File: src/rtl/relu_pipe.sv
// Two-stage valid/ready activation stage: per-lane bypass / ReLU / leaky / clamp,
// frame-end forwarding and a per-beat count of zero lanes.
module relu_pipe #(
  parameter int DW      = 16,
  parameter int CH      = 6,
  parameter int LEAK_SH = 3,
  parameter int CLAMP   = 6 << (DW / 2),
  parameter int ZW      = $clog2(CH + 1)
) (
  input  logic             clk,
  input  logic             rst,
  input  logic             in_valid,
  output logic             in_ready,
  input  logic [DW*CH-1:0] in_data,
  input  logic [1:0]       in_mode,
  input  logic             in_last,
  output logic             out_valid,
  input  logic             out_ready,
  output logic [DW*CH-1:0] out_data,
  output logic             out_last,
  output logic [ZW-1:0]    out_zero_cnt
);

  typedef enum logic [1:0] {
    MODE_BYPASS = 2'd0,
    MODE_RELU   = 2'd1,
    MODE_LEAKY  = 2'd2,
    MODE_CLAMP  = 2'd3
  } mode_e;

  localparam logic signed [DW-1:0] CLAMP_C = DW'(CLAMP);

  // Every result fits in DW bits, so no saturation beyond the clamp mode is needed.
  function automatic logic [DW-1:0] act_lane(input logic [DW-1:0] x_u, input mode_e mode);
    logic signed [DW-1:0] x;
    x        = signed'(x_u);
    act_lane = x_u;
    case (mode)
      MODE_RELU:  act_lane = x[DW-1] ? '0 : x_u;
      MODE_LEAKY: act_lane = x[DW-1] ? DW'(x >>> LEAK_SH) : x_u;
      MODE_CLAMP: begin
        if (x[DW-1])          act_lane = '0;
        else if (x > CLAMP_C) act_lane = CLAMP_C;
        else                  act_lane = x_u;
      end
      default:    act_lane = x_u;
    endcase
  endfunction

  logic             s1_valid_q, s2_valid_q;
  logic [DW*CH-1:0] s1_data_q, s2_data_q, s1_data_d;
  logic             s1_last_q, s2_last_q;
  logic [ZW-1:0]    s2_zcnt_q, zcnt_d;
  logic             s1_en, s2_en;

  // NOTE: always_comb outputs get a default before the loop so no latch is inferred.
  always_comb begin
    s1_data_d = '0;
    for (int i = 0; i < CH; i++) begin
      s1_data_d[i*DW +: DW] = act_lane(in_data[i*DW +: DW], mode_e'(in_mode));
    end
  end

  always_comb begin
    zcnt_d = '0;
    for (int i = 0; i < CH; i++) begin
      if (s1_data_q[i*DW +: DW] == '0) zcnt_d = zcnt_d + ZW'(1);
    end
  end

  assign s2_en    = !s2_valid_q || out_ready;
  assign s1_en    = !s1_valid_q || s2_en;
  assign in_ready = s1_en;

  // NOTE: datapath registers are reset too, so the outputs read 0 during and after reset.
  always_ff @(posedge clk or posedge rst) begin
    if (rst) begin
      s1_valid_q <= 1'b0;
      s1_data_q  <= '0;
      s1_last_q  <= 1'b0;
      s2_valid_q <= 1'b0;
      s2_data_q  <= '0;
      s2_last_q  <= 1'b0;
      s2_zcnt_q  <= '0;
    end else begin
      // NOTE: non-blocking assignments so both stages shift on the same edge values.
      if (s1_en) begin
        s1_valid_q <= in_valid;
        if (in_valid) begin
          s1_data_q <= s1_data_d;
          s1_last_q <= in_last;
        end
      end
      if (s2_en) begin
        s2_valid_q <= s1_valid_q;
        if (s1_valid_q) begin
          s2_data_q <= s1_data_q;
          s2_last_q <= s1_last_q;
          s2_zcnt_q <= zcnt_d;
        end
      end
    end
  end

  assign out_valid    = s2_valid_q;
  assign out_data     = s2_data_q;
  assign out_last     = s2_last_q;
  assign out_zero_cnt = s2_zcnt_q;

endmodule

File: config.mk
export PLATFORM = sky130hd
export DESIGN_NAME = relu_pipe
export DESIGN_NICKNAME = d
export VERILOG_FILES = /design/src/rtl/relu_pipe.sv
export SDC_FILE = /design/constraint.sdc
export NUM_CORES = 1
export LEC_CHECK = 0
export BUFFER_PORTS_ARGS = -buffer_cell sky130_fd_sc_hd__buf_2
export CORE_MARGIN = 1
export CORE_UTILIZATION = 35
export CTS_BUF_LIST = sky130_fd_sc_hd__clkbuf_8
export CTS_CLUSTER_SIZE = 16
export DETAILED_ROUTE_END_ITERATION = 6
export GPL_TIMING_DRIVEN = 0
export SLEW_MARGIN = 20
export SYNTH_ARGS = -nofsm -noshare
export SYNTH_HDL_FRONTEND = slang
export SYNTH_SLANG_ARGS = --single-unit
export TNS_END_PERCENT = 20
File: constraint.sdc
create_clock -name clk -period 6.8 [get_ports clk]
set_input_delay 0.68 -clock clk [delete_from_list [all_inputs] [get_ports clk]]
set_output_delay 0.68 -clock clk [all_outputs]
set_load 0.005 [all_outputs]
==> flow_metrics.py <==
metrics = {
    "synth": {
        "netlist_instances": 931,
        "netlist_area_sq_mm": 0.00984,
        "post_synth_main_area_contributors": "dfrtp_1 51%, mux2_2 15%, nand2_1 4.1%",
        "yosysMostFrequentCell": "dfrtp_1",
        "primary_flip_flop_cell_chosen_by_synthesis_mapping": "dfrtp_1",
        "yosysTopAreaCell": "dfrtp_1",
        "asyncSetResetFlopFracSynth_pct": 100,
        "synth.ff_latch_count": 199,
        "seq_area_frac_synth_pct": 50.6,
        "avgSynthCellArea_sq_um": 10.6,
        "yosys_warnings": 0,
        "synth_edf_count": 0,
        "synth.net_count": 1038,
        "synthDominantCellAreaShare_pct": 50.6,
        "netlist-cell-type-count": 50,
        "synth.cells.most_frequent": "199 x dfrtp_1, 133 x mux2_2, 107 x nand2_1, 74 x o21ai_0, 73 x a21oi_1",
    },
    "critical_path": {
        "cell_mode_on_critical_path": "ha_1",
        "timing.critical_path.arrival_ns": 4.29,
        "timing.setup.critical_path_class": "register to register",
        "required_time_at_the_endpoint_of_the_critical_path_ns": 7.20,
        "crit_path_max_incr_delay_ns": 0.77,
        "worst_r2r_endpoint": "out_zero_cnt[2]",
        "path_delay_family": "simple AND/OR/NAND/NOR gates",
        "crit_path_cell_trace": "nor4_1 > nand4_1 > xnor2_2 > ha_1 > nand2_1 > nand2_1 > ha_1 > a221o_1 > ha_1 > a211o_1 > and4_1 > o31ai_1",
        "cp-end-kind": "register",
        "worst_case_reg_to_reg_path_depth": 12,
        "crit_path_start_kind": "register",
        "crit_fanout": 5,
        "r2r_start": "s1_data_q[35]",
        "timing.reg2reg.setup_slack_ns": 2.92,
        "cp_num_buf_inv": 0,
        "crit_path_top_delay_cell": "nor4_1",
    },
    "worst_hold_path": {
        "class_of_the_worst_hold_path": "input port to async pin",
    },
    "grt": {
        "wire_length_of_the_first_global_routing_pass_um": 46000,
        "grt_pass1_vias": 7930,
        "grt_overflow_total": 0,
        "grt_start_max_net_pins": 97,
        "grt_antenna_before_repair": 3,
        "grtUsageTotal_pct": 21.0,
    },
    "drt": {
        "post_drt_wl_per_cell_um": 19.2,
        "drc_viols": 0,
        "totalWireLength_um": 29700,
        "via_per_inst": 5.34,
        "drt_first_iter_violations": 587,
        "num_vias": 8238,
        "ant_nets": 0,
        "drt_pre_antenna_iters": 5,
    },
    "job": {
        "maxCapViolCount": 0,
    },
    "placement": {
        "number_of_input_and_output_port_buffers_inserted": 199,
        "dp_wirelength_um": 21700,
        "place.gp.congestion": 0.871,
        "placed_cells": 1510,
    },
    "clock_tree": {
        "cts_buffers": 17,
        "clk_root_buffer_cell": "clkbuf_8",
        "post_cts_hold_buffer_count": 0,
        "clock_sink_count": 199,
        "cts_tree": "built",
        "cts.htree.levels": 4,
        "clk-insertion-delay-late_ns": 0.49,
        "ctsLongestPathBuffers": 2,
        "clkTransAtPathRegs_ns": 0.11,
        "cts_post_setup_buffers_inserted": 0,
        "cts.repair.resized": 0,
    },
    "timing": {
        "rsz0062_at_grt": "false",
        "fin_crit_ns": 3.88,
        "finalHoldWorstSlack_ns": 0.120,
        "fin_skew_ns": 0.0212,
        "slew_headroom_pct": 40.1,
        "finalHoldViolations": 0,
        "slew_violations": 0,
        "clock.fmax_mhz": 258,
        "final_period_utilization_pct": 57.1,
        "max_slew.worst_pin.slew_ns": 0.894,
        "setup_viol": 0,
    },
    "layout": {
        "area_growth_syn_to_layout_pct": 19.8,
        "finish.cell_count_without_fillers": 1544,
        "utilization_pct": 42.6,
        "drive_above_1_share_pct": 32.9,
        "finalNetCount": 1258,
    },
    "outcome": {
        "outcome": "finished, final reports clean",
    },
    "floorplanning": {
        "die-width_um": 170,
        "floorplan.rows": 61,
        "fp.coreArea_sq_mm": 0.0277,
        "dieArea_sq_mm": 0.0288,
        "floorplan.initialDensity_pct": 35.5,
        "die_h_um": 170,
        "boundaryPins": 205,
    },
    "power": {
        "power_density_mw_per_mm2": 266,
        "vdd.ir_drop.worst_v": 0.000148,
        "p_leak_uw": 0.00520,
    },
}
[cell families (layout without fill, tap and decap cells)]
family / count (synthesis) / count (layout) / share of synthesized area [%]
buf+inv: 81 / 314 / 3.25
other cells: 0 / 2 / 0
simple gates: 218 / 218 / 11.0
flops: 199 / 199 / 50.6
xor+xnor: 3 / 3 / 0.343
compound gates: 279 / 279 / 17.7
fa+ha+maj: 4 / 4 / 0.508
mux: 147 / 147 / 16.6
[per-layer routing]
metal	global-route usage [%]	vias up	share of wire [%]
li1	-	3878	-
met1	28.7	4065	45
met2	33.4	251	47
met3	3.57	42	5.3
met4	7.29	2	2.3
met5	0	-	0.044
[metrics by stage]
| step | power [uW] | cell area (sq um) | TNS [ns] | worst slack [ns] |
|---|---|---|---|---|
| floorplan | 1990 | 9840 | 0 | 0.694 |
| global placement | 2340 | 11300 | -361.63 | -1.84 |
| detailed placement | 2350 | 11400 | 0 | 2.95 |
| CTS | 3170 | 11800 | 0 | 2.91 |
| global route | 3320 | 11800 | 0 | 2.69 |
| finish | 3140 | 11800 | 0 | 2.92 |
[report_power, final]
part           switching, uW  leakage (uW)  internal [uW]
combinational            356       0.00260            371
clock                    456      0.000206            362
sequential               169       0.00239           1430
total                    981       0.00520           2160
[worst register-to-register path, delay by kind of cell (launching register included)]
family | cells | cell delay [ns]
simple gates | 5 | 1.42
fa+ha+maj | 3 | 0.82
compound gates | 3 | 0.80
xor+xnor | 1 | 0.36
flops | 1 | 0.42
[cells in the final DEF (no fill, tap or decap), drive strengths merged, types with 10 or more instances in the layout]
cell type and n:
nand2 108, o21a 40, buf 216, o21ai 76
dfrtp 199, nor2 32, clkbuf 70, mux2i 14
a21oi 73, inv 19, o22ai 24, mux2 133
nor4 39, o31ai 18, a221o 10
[registers in the layout, indices dropped and copies added, names as in the netlist]
signal        count
s1_last_q         1
s1_valid_q        1
out_last          1
out_zero_cnt      3
out_data         96
out_valid         1
s1_data_q        96
[area by class of cell]
| class | instances | area, sq um |
|---|---|---|
| Buffer | 65 | 260 |
| Sequential cell | 199 | 4980 |
| Antenna cell | 2 | 5.00 |
| Clock buffer | 20 | 275 |
| Clock inverter | 12 | 141 |
| Tap cell | 378 | 473 |
| Fill cell | 2766 | 15900 |
| Timing Repair Buffer | 201 | 1050 |
| Inverter | 16 | 67.6 |
| Multi-Input combinational cell | 651 | 4540 |
[how the worst max path moves through the flow]
| stage | slack, ns | depth (start not counted) | startpoint | endpoint |
|---|---|---|---|---|
| floorplan | 0.69 | 1 | rst | out_data[0] |
| global placement | -1.84 | 2 | rst | s1_data_q[8] |
| detailed placement | 2.95 | 15 | s1_data_q[16] | out_zero_cnt[2] |
| CTS | 2.91 | 14 | s1_data_q[16] | out_zero_cnt[2] |
| global route | 2.69 | 15 | s1_data_q[16] | out_zero_cnt[2] |
| finish | 2.92 | 12 | s1_data_q[35] | out_zero_cnt[2] |
(Power assumes the default switching activity.)
